File: config.mk
export PLATFORM = sky130hd
export DESIGN_NAME = result_acc_flat
export DESIGN_NICKNAME = d
export VERILOG_FILES = /design/src/rtl/result_acc_if.sv /design/src/rtl/result_acc.sv /design/src/flat_wrapper.sv
export SDC_FILE = /design/constraint.sdc
export NUM_CORES = 1
export LEC_CHECK = 0
export CORE_ASPECT_RATIO = 0.6
export CORE_MARGIN = 2
export CORE_UTILIZATION = 54
export DETAILED_ROUTE_END_ITERATION = 8
export GPL_TIMING_DRIVEN = 0
export HOLD_SLACK_MARGIN = 0.03
export PLACE_DENSITY = 0.88
export SYNTH_ARGS = -nofsm -noshare
export SYNTH_HDL_FRONTEND = slang
export SYNTH_SLANG_ARGS = --single-unit
File: constraint.sdc
create_clock -name clk -period 2.99 [get_ports clk]
set_input_delay 0.598 -clock clk [delete_from_list [all_inputs] [get_ports clk]]
set_output_delay 0.598 -clock clk [all_outputs]
set_load 0.02 [all_outputs]
File: src/rtl/result_acc_if.sv
// result_acc_if: valid/ready bundle around result_acc.
// slave = the block (sample sink, window source); master = its surroundings.
interface result_acc_if #(
  parameter int WIDTH = 16,
  parameter int SUM_W = WIDTH + 8
);
  logic             in_valid;
  logic             in_ready;
  logic [WIDTH-1:0] in_data;
  logic             out_valid;
  logic             out_ready;
  logic [SUM_W-1:0] out_sum;
`ifdef RESULT_ACC_MAX_EN
  logic [WIDTH-1:0] out_max;

  modport master (
    output in_valid,
    output in_data,
    output out_ready,
    input  in_ready,
    input  out_valid,
    input  out_sum,
    input  out_max
  );

  modport slave (
    input  in_valid,
    input  in_data,
    input  out_ready,
    output in_ready,
    output out_valid,
    output out_sum,
    output out_max
  );
`else
  modport master (
    output in_valid,
    output in_data,
    output out_ready,
    input  in_ready,
    input  out_valid,
    input  out_sum
  );

  modport slave (
    input  in_valid,
    input  in_data,
    input  out_ready,
    output in_ready,
    output out_valid,
    output out_sum
  );
`endif
endinterface

File: src/rtl/result_acc.sv
// result_acc: sums WINDOW unsigned samples, then holds the window result
// until taken. Ports: clk, rst (async high), bus (slave: in_* / out_*).
// Option RESULT_ACC_MAX_EN adds the window maximum on bus.out_max.
module result_acc #(
  parameter int WIDTH  = 16,
  parameter int WINDOW = 4,
  parameter int SUM_W  = WIDTH + 8
) (
  input logic         clk,
  input logic         rst,
  result_acc_if.slave bus
);

  localparam int CW = (WINDOW > 1) ? $clog2(WINDOW) : 1;
  localparam logic [CW-1:0] LAST = CW'(WINDOW - 1);

  typedef enum logic {
    ACCUM,
    HOLD
  } state_t;

  state_t state_q;
  state_t state_d;

  logic rdy;
  logic vld;
  logic take;
  logic last;

  logic [CW-1:0]    cnt_q;
  logic [CW-1:0]    cnt_d;
  logic [SUM_W-1:0] acc_q;
  logic [SUM_W-1:0] acc_d;
  logic [SUM_W-1:0] acc_nx;
  logic [SUM_W-1:0] sum_q;
  logic [SUM_W-1:0] sum_d;

  // Data is only looked at behind take, so X on an idle bus
  // never lands in the accumulator.
  assign take   = bus.in_valid & rdy;
  assign last   = (cnt_q == LAST);
  assign acc_nx = acc_q + SUM_W'(bus.in_data);

  always_ff @(posedge clk or posedge rst) begin
    if (rst) begin
      state_q <= ACCUM;
    end else begin
      state_q <= state_d;
    end
  end

  always_comb begin
    state_d = state_q;
    rdy     = 1'b0;
    vld     = 1'b0;
    unique case (state_q)
      ACCUM: begin
        rdy = 1'b1;
        if (bus.in_valid && last) begin
          state_d = HOLD;
        end
      end
      HOLD: begin
        vld = 1'b1;
        if (bus.out_ready) begin
          state_d = ACCUM;
        end
      end
    endcase
  end

  always_comb begin
    cnt_d = cnt_q;
    acc_d = acc_q;
    sum_d = sum_q;
    if (take) begin
      if (last) begin
        cnt_d = '0;
        acc_d = '0;
        sum_d = acc_nx;
      end else begin
        cnt_d = cnt_q + 1'b1;
        acc_d = acc_nx;
      end
    end
  end

  always_ff @(posedge clk or posedge rst) begin
    if (rst) begin
      cnt_q <= '0;
      acc_q <= '0;
      sum_q <= '0;
    end else begin
      cnt_q <= cnt_d;
      acc_q <= acc_d;
      sum_q <= sum_d;
    end
  end

  assign bus.in_ready  = rdy;
  assign bus.out_valid = vld;
  assign bus.out_sum   = sum_q;

`ifdef RESULT_ACC_MAX_EN
  logic [WIDTH-1:0] max_q;
  logic [WIDTH-1:0] max_d;
  logic [WIDTH-1:0] max_nx;
  logic [WIDTH-1:0] omax_q;
  logic [WIDTH-1:0] omax_d;

  // Running max includes the sample arriving this cycle, so the
  // closing sample can still be the window maximum.
  assign max_nx = (bus.in_data > max_q) ? bus.in_data : max_q;

  always_comb begin
    max_d  = max_q;
    omax_d = omax_q;
    if (take) begin
      if (last) begin
        max_d  = '0;
        omax_d = max_nx;
      end else begin
        max_d  = max_nx;
      end
    end
  end

  always_ff @(posedge clk or posedge rst) begin
    if (rst) begin
      max_q  <= '0;
      omax_q <= '0;
    end else begin
      max_q  <= max_d;
      omax_q <= omax_d;
    end
  end

  assign bus.out_max = omax_q;
`endif

  a_hold_stable: assert property (
    @(posedge clk) disable iff (rst)
    (state_q == HOLD && !bus.out_ready) |=> $stable(sum_q)
  );

  a_one_cycle: assert property (
    @(posedge clk) disable iff (rst)
    (take && last) |=> vld
  );

endmodule
File: src/flat_wrapper.sv
// flat-port wrapper written by rule: the top's interface ports become plain ports
module result_acc_flat 
#(
  parameter int WIDTH  = 16,
  parameter int WINDOW = 4,
  parameter int SUM_W  = WIDTH + 8
)
  (clk, rst, bus_in_valid, bus_in_data, bus_out_ready, bus_in_ready, bus_out_valid, bus_out_sum);
  result_acc_if #(.WIDTH(WIDTH), .SUM_W(SUM_W)) bus_i ();
  input logic clk;
  input logic rst;
  input wire logic [$bits(bus_i.in_valid)-1:0] bus_in_valid;
  input wire logic [$bits(bus_i.in_data)-1:0] bus_in_data;
  input wire logic [$bits(bus_i.out_ready)-1:0] bus_out_ready;
  output wire logic [$bits(bus_i.in_ready)-1:0] bus_in_ready;
  output wire logic [$bits(bus_i.out_valid)-1:0] bus_out_valid;
  output wire logic [$bits(bus_i.out_sum)-1:0] bus_out_sum;
  assign bus_i.in_valid = bus_in_valid;
  assign bus_i.in_data = bus_in_data;
  assign bus_i.out_ready = bus_out_ready;
  assign bus_in_ready = bus_i.in_ready;
  assign bus_out_valid = bus_i.out_valid;
  assign bus_out_sum = bus_i.out_sum;
  result_acc #(.WIDTH(WIDTH), .WINDOW(WINDOW), .SUM_W(SUM_W)) u_core (.clk(clk), .rst(rst), .bus(bus_i));
endmodule
==> results.toml, run 1 <==
[status]
outcome = "completed"

[setup_path]
critPathKind = "in2reg"
critical_path.slowest_cell = "clkdlybuf4s50_1"
crit_required_ps = 3180
worstSetupEndpointType = "register"
cp.arrival_ps = 3090
crit_chain = "clkdlybuf4s50_1, fa_2, a21o_1, a221oi_4, o211ai_2, o31a_4, o211ai_1, xor2_1, o21ai_0"
path_max_fanout = 7
startpoint_type = "input pin"
cpPeakStageDelay_ps = 470

[synth]
synth_compound_area_frac = 0.234
ys_seq_area_frac = 0.442
synth_top_family_by_area = "compound AO/OA/AOI/OAI gates"
synth_simple_gate_area_frac = 0.140
async_reset_ff_frac = 1.00
synth_warnings = 0
synth_flop_cell = "dfrtp_1"
synth_cell_types = 43
synth_mux_area_frac = 0.0195
ys_ff_latch = 51
synth-edff-count = 0
syn-num-nets = 344
postSynthCellCount = 306
synth.avg_cell_area_um2 = 9.44
yosys.area_share.xor_xnor = 0.0576
syn_area_um2 = 2890
synth_fa_ha_area_frac = 0.0806

[floorplan]
core_area_um2 = 5100
pin_count = 46
die_w_um = 98.4
initial_core_util = 0.566
dieArea_um2 = 5970
rows = 20
die_h_um = 60.7

[global_route]
grt_overflow_total = 0
grt_pass1_wl_um = 11900
grtUsageTotal = 0.258
grt_max_degree = 43
grt_antenna_before_repair = 0
grt_pass1_vias = 2412

[final_layout]
antennaDiodeCount = 0
fin_nets = 401
final_common_cell = "nand2_1"
drive_gt1_frac = 0.0797
final_cell_mix = "57 x nand2_1, 51 x dfrtp_1, 44 x clkdlybuf4s50_1, 26 x o21ai_0, 24 x a21oi_1"
final_cell_count_no_fill = 430
area_growth_pct = 24.4

[timing]
setup_viol = 0
slew_viol_final = 0
fin_worst_skew_ps = 11.7
fin_crit_ps = 2900
relSlewSlack = 0.449
fmax_mhz = 345
rsz0062_at_grt = "no"
hold_viol_final = 0
finalCritPeriodShare = 0.970
max_slew.worst_pin.slew_ps = 824

[placement]
placedCellCount = 418
place.gp.congestion = 0.926
port_buffers = 45
hpwl_um = 5050

[worst_hold_path]
hold_class = "reg2reg"

[power_and_ir_drop]
p_leak_nw = 1.61
power_density_nw_per_um2 = 1060
vdd_drop_max_mv = 0.596
finalPower_mw = 3.81
p_switching_mw = 1.68
p_int_mw = 2.13
power_frac_clock = 0.115
seqPwrFrac = 0.303
p_sw_frac = 0.441
comb_power_share = 0.582

[cts]
cts_tree = "yes"
numCtsBuffers = 5
htree_levels = 2
cts.clk_slew.worst_paths_ps = 100
clk_path_buf_depth = 2
cts.sinks = 51
clock-root-buffer = "clkbuf_8"
clock_latency_ps = 310

[routing]
drtPass1Iterations = 5
drt_wl_total_um = 7030
via_count = 2516
viasPerCell = 5.85
drc = 0
drtIter0Drc = 227
post_drt_wl_per_cell_um = 16.3
antenna_left = 0

[flow_run]
drv_cap = 0
## layout make-up
cell class                      count  area (µm²)
Tap cell                           66        82.6
Fill cell                         406        1510
Timing Repair Buffer               50         503
Sequential cell                    51        1280
Multi-Input combinational cell    235        1560
Inverter                           11        41.3
Clock buffer                        6        82.6
Buffer                              9        35.0
Clock inverter                      2        16.3
## critical path: cells and delay by family
| family | cells | cell delay, ps |
|---|---|---|
| fa+ha+maj | 1 | 420 |
| xor+xnor | 1 | 190 |
| buf+inv | 1 | 470 |
| compound gates | 6 | 1420 |
## path summary, 6_finish.rpt
path | startpoint | slack (ps) | cells past startpoint | endpoint
max | bus_in_data[1] | 90 | 9 | u_core.bus.out_sum[22]
min | u_core.bus.out_sum[3] | 480 | 2 | u_core.bus.out_sum[3]
max reg2reg | u_core.acc_q[0] | 300 | 9 | u_core.bus.out_sum[22]
min reg2reg | u_core.bus.out_sum[3] | 480 | 2 | u_core.bus.out_sum[3]
max in group asynchronous | rst | 1970 | 3 | u_core.bus.out_sum[9]
min in group asynchronous | rst | 520 | 2 | u_core.bus.out_sum[0]
## routing by layer
metal,vias up,wire length [µm],track usage
met5,-,0,0
met4,0,82,0.0744
met3,9,572,0.0507
met2,116,2960,0.401
met1,1188,3410,0.377
li1,1203,-,-
## cells in the mapped netlist (3+ instances only)
master / count / area (µm²)
inv_1: 10 / 37.5
a31oi_1: 4 / 25.0
xor2_1: 10 / 87.6
nand2_1: 57 / 214
xnor2_1: 9 / 78.8
clkbuf_1: 8 / 30.0
ha_1: 17 / 213
nand4_1: 4 / 25.0
dfrtp_1: 51 / 1280
or3_1: 3 / 18.8
a21oi_1: 24 / 120
mux2_2: 5 / 56.3
a21o_1: 8 / 60.1
nor2_1: 15 / 56.3
o21ai_0: 28 / 140
o211ai_1: 3 / 22.5
a22o_1: 16 / 140
nand3_1: 4 / 20.0
## kinds of logic after synthesis
kind of cell / after synthesis
AOI/OAI and AO/OA: 99
and+or+nand+nor: 94
DFF: 51
buffers and inverters: 20
xor gates and xnor gates: 19
adders and majority gates: 18
muxes: 5
## registers in the layout, indices dropped and copies added, names as in the netlist
register	flops
u_core.bus.out_sum	24
u_core.state_q	1
u_core.cnt_q	2
u_core.acc_q	24
## repair_timing
action / CTS / global route
endpoints found under the setup margin: 10 / 11
buffers inserted: 2 / 2
resized for setup: 2 / 5
endpoints found under the hold margin: 0 / 0
hold buffers: 0 / 0
pin swaps: 3 / 9
## power by group through the flow
stage | Sequential, mW | Clock [mW] | Combinational, mW
after floorplan | 1.30 | 0 | 1.29
after global placement | 1.14 | 0 | 2.03
after detailed placement | 1.16 | 0 | 2.09
after CTS | 1.15 | 0.441 | 2.17
after global routing | 1.19 | 0.477 | 2.42
final | 1.16 | 0.437 | 2.22
## through the flow
stage / instance area [µm²] / hold WS, ps / setup TNS (ps) / util / setup slack [ps]
finish: 3590 / 483 / 0 / 0.704 / 90.2
global route: 3590 / 518 / 0 / 0.704 / 12.0
CTS: 3570 / 487 / 0 / 0.699 / 18.5
detailed placement: 3440 / 463 / -5620 / 0.674 / -522
global placement: 3420 / 456 / -4780 / 0.670 / -498
floorplan: 2890 / 450 / 0 / - / 214
No activity file was read; power rests on OpenSTA's default activity.
==> inputs of run 2 (changes only) <==
--- a/config.mk
+++ b/config.mk
@@ -5,6 +5,7 @@
 export SDC_FILE = /design/constraint.sdc
 export NUM_CORES = 1
 export LEC_CHECK = 0
+export CAP_MARGIN = 20
 export CORE_ASPECT_RATIO = 0.6
 export CORE_MARGIN = 2
 export CORE_UTILIZATION = 54
==> results of run 2 <==
Final layout, timing and power as in run 1 (identical DEF).
==> inputs of run 3 (changes only) <==
--- a/config.mk
+++ b/config.mk
@@ -6,7 +6,6 @@
 export NUM_CORES = 1
 export LEC_CHECK = 0
 export CAP_MARGIN = 20
-export CORE_ASPECT_RATIO = 0.6
 export CORE_MARGIN = 2
 export CORE_UTILIZATION = 54
 export DETAILED_ROUTE_END_ITERATION = 8
==> results.toml, run 3 (synthesis gave the netlist of run 1 again) <==
[placement]
place.gp.congestion = 0.881
port_buffers = 45
hpwl_um = 5010
pre_cts_ws_ps = -453

[status]
outcome = "completed"

[floorplan]
pin_count = 46
die_w_um = 77.1
die_h_um = 77.1
rows = 26
core_area_um2 = 5140
dieArea_um2 = 5950
initial_core_util = 0.562

[routing]
post_drt_wl_per_cell_um = 15.9
drt_wl_total_um = 6910
drtPass1Iterations = 5
met3_length_um = 385
antenna_left = 0
drc = 0
highest_layer = "met4"
via_count = 2566
drtIter0Drc = 228
viasPerCell = 5.90
wl_met1_um = 3040
met2_wirelength_um = 3380

[final_layout]
drive_gt1_frac = 0.0877
nFillCells = 429
area_growth_pct = 25.4
final_cell_mix = "57 x nand2_1, 51 x dfrtp_1, 45 x clkdlybuf4s50_1, 27 x o21ai_0, 23 x a21oi_1"
layout.area.seq_um2 = 1280
antennaDiodeCount = 0
multiInputGateArea_um2 = 1560
final_common_cell = "nand2_1"
fin_nets = 402

[timing]
setup_ws_ps = 104
max_slew.worst_pin.slew_ps = 921
fin_worst_skew_ps = 12.2
relSlewSlack = 0.384
setup_viol = 0
rsz0062_at_grt = "yes"
finalCritPeriodShare = 0.965
fin_crit_ps = 2890
timing.hold.ws_ps = 487
fmax_mhz = 347
hold_viol_final = 0
slew_viol_final = 0

[cts]
clock-root-buffer = "clkbuf_8"
clk_path_buf_depth = 2
clock_latency_ps = 310
cts.sinks = 51
numCtsBuffers = 5
htree_levels = 2
cts.clk_slew.worst_paths_ps = 100
hold_buffers = 0
cts_tree = "yes"

[setup_path]
crit_required_ps = 3170
r2r_slack_ps = 400
worstSetupEndpointType = "register"
path_max_fanout = 6
critPathKind = "in2reg"
cp.arrival_ps = 3070
startpoint_type = "input pin"

[power_and_ir_drop]
finalPower_mw = 3.87
power_density_nw_per_um2 = 1070
vdd_drop_max_mv = 0.602
p_leak_nw = 1.62

[flow_run]
drv_cap = 0

[global_route]
grt_overflow_total = 0
grt_max_degree = 32
grt_antenna_before_repair = 0
grt_pass1_wl_um = 11900
grt_pass1_vias = 2518
grtUsageTotal = 0.247

[worst_hold_path]
hold_class = "reg2reg"
-- run 3: final cells by class --
cell class,instances,share of cell area
Clock buffer,5,0.0190
Timing Repair Buffer,51,0.140
Tap cell,70,0.0242
Clock inverter,3,0.0121
Inverter,11,0.0114
Sequential cell,51,0.352
Buffer,9,0.00967
Multi-Input combinational cell,235,0.431
-- run 3: worst max-delay path, cell delays in order --
cell	delay [ps]
clkdlybuf4s50_1	410
ha_2	200
fa_2	340
a21o_1	210
a221oi_4	270
o211ai_2	140
o31a_4	390
o211ai_1	250
xor2_1	160
o21ai_0	90
-- run 3: timing repair --
| item | in CTS | in global routing |
|---|---|---|
| setup endpoints to repair | 8 | 13 |
| buffers inserted | 2 | 3 |
| pin swaps | 4 | 6 |
| resized for setup | 1 | 5 |
-- run 3: final timing paths --
check                                           start                      to  cells after the start
worst max-delay path                   bus_in_data[0]  u_core.bus.out_sum[22]                     10
worst min-delay path            u_core.bus.out_sum[3]   u_core.bus.out_sum[3]                      2
min in group asynchronous                         rst  u_core.bus.out_sum[12]                      2
worst max register to register        u_core.acc_q[0]  u_core.bus.out_sum[22]                      9
max in group asynchronous                         rst        u_core.acc_q[14]                      3
worst min register to register  u_core.bus.out_sum[3]   u_core.bus.out_sum[3]                      2
-- run 3: per-stage QoR --
stage	instances	cell area (µm²)	TNS, ps	utilization
floorplan	306	2890	0	-
global placement	421	3430	-4220	0.667
detailed placement	422	3450	-4870	0.671
CTS	432	3590	0	0.698
global route	435	3620	-44.2	0.705
finish	435	3620	0	0.705
-- run 3: where the power goes --
group	total, mW	internal (mW)	leakage [nW]	switching [mW]
Sequential	1.15	0.973	0.645	0.178
Combinational	2.23	0.980	0.917	1.25
Clock	0.490	0.250	0.0581	0.240
Total	3.87	2.20	1.62	1.67
-- run 3: per-layer routing --
layer | up-vias | track usage
met5 | - | 0
met4 | 0 | 0.0911
met3 | 9 | 0.0365
met2 | 107 | 0.402
met1 | 1241 | 0.338
li1 | 1209 | -
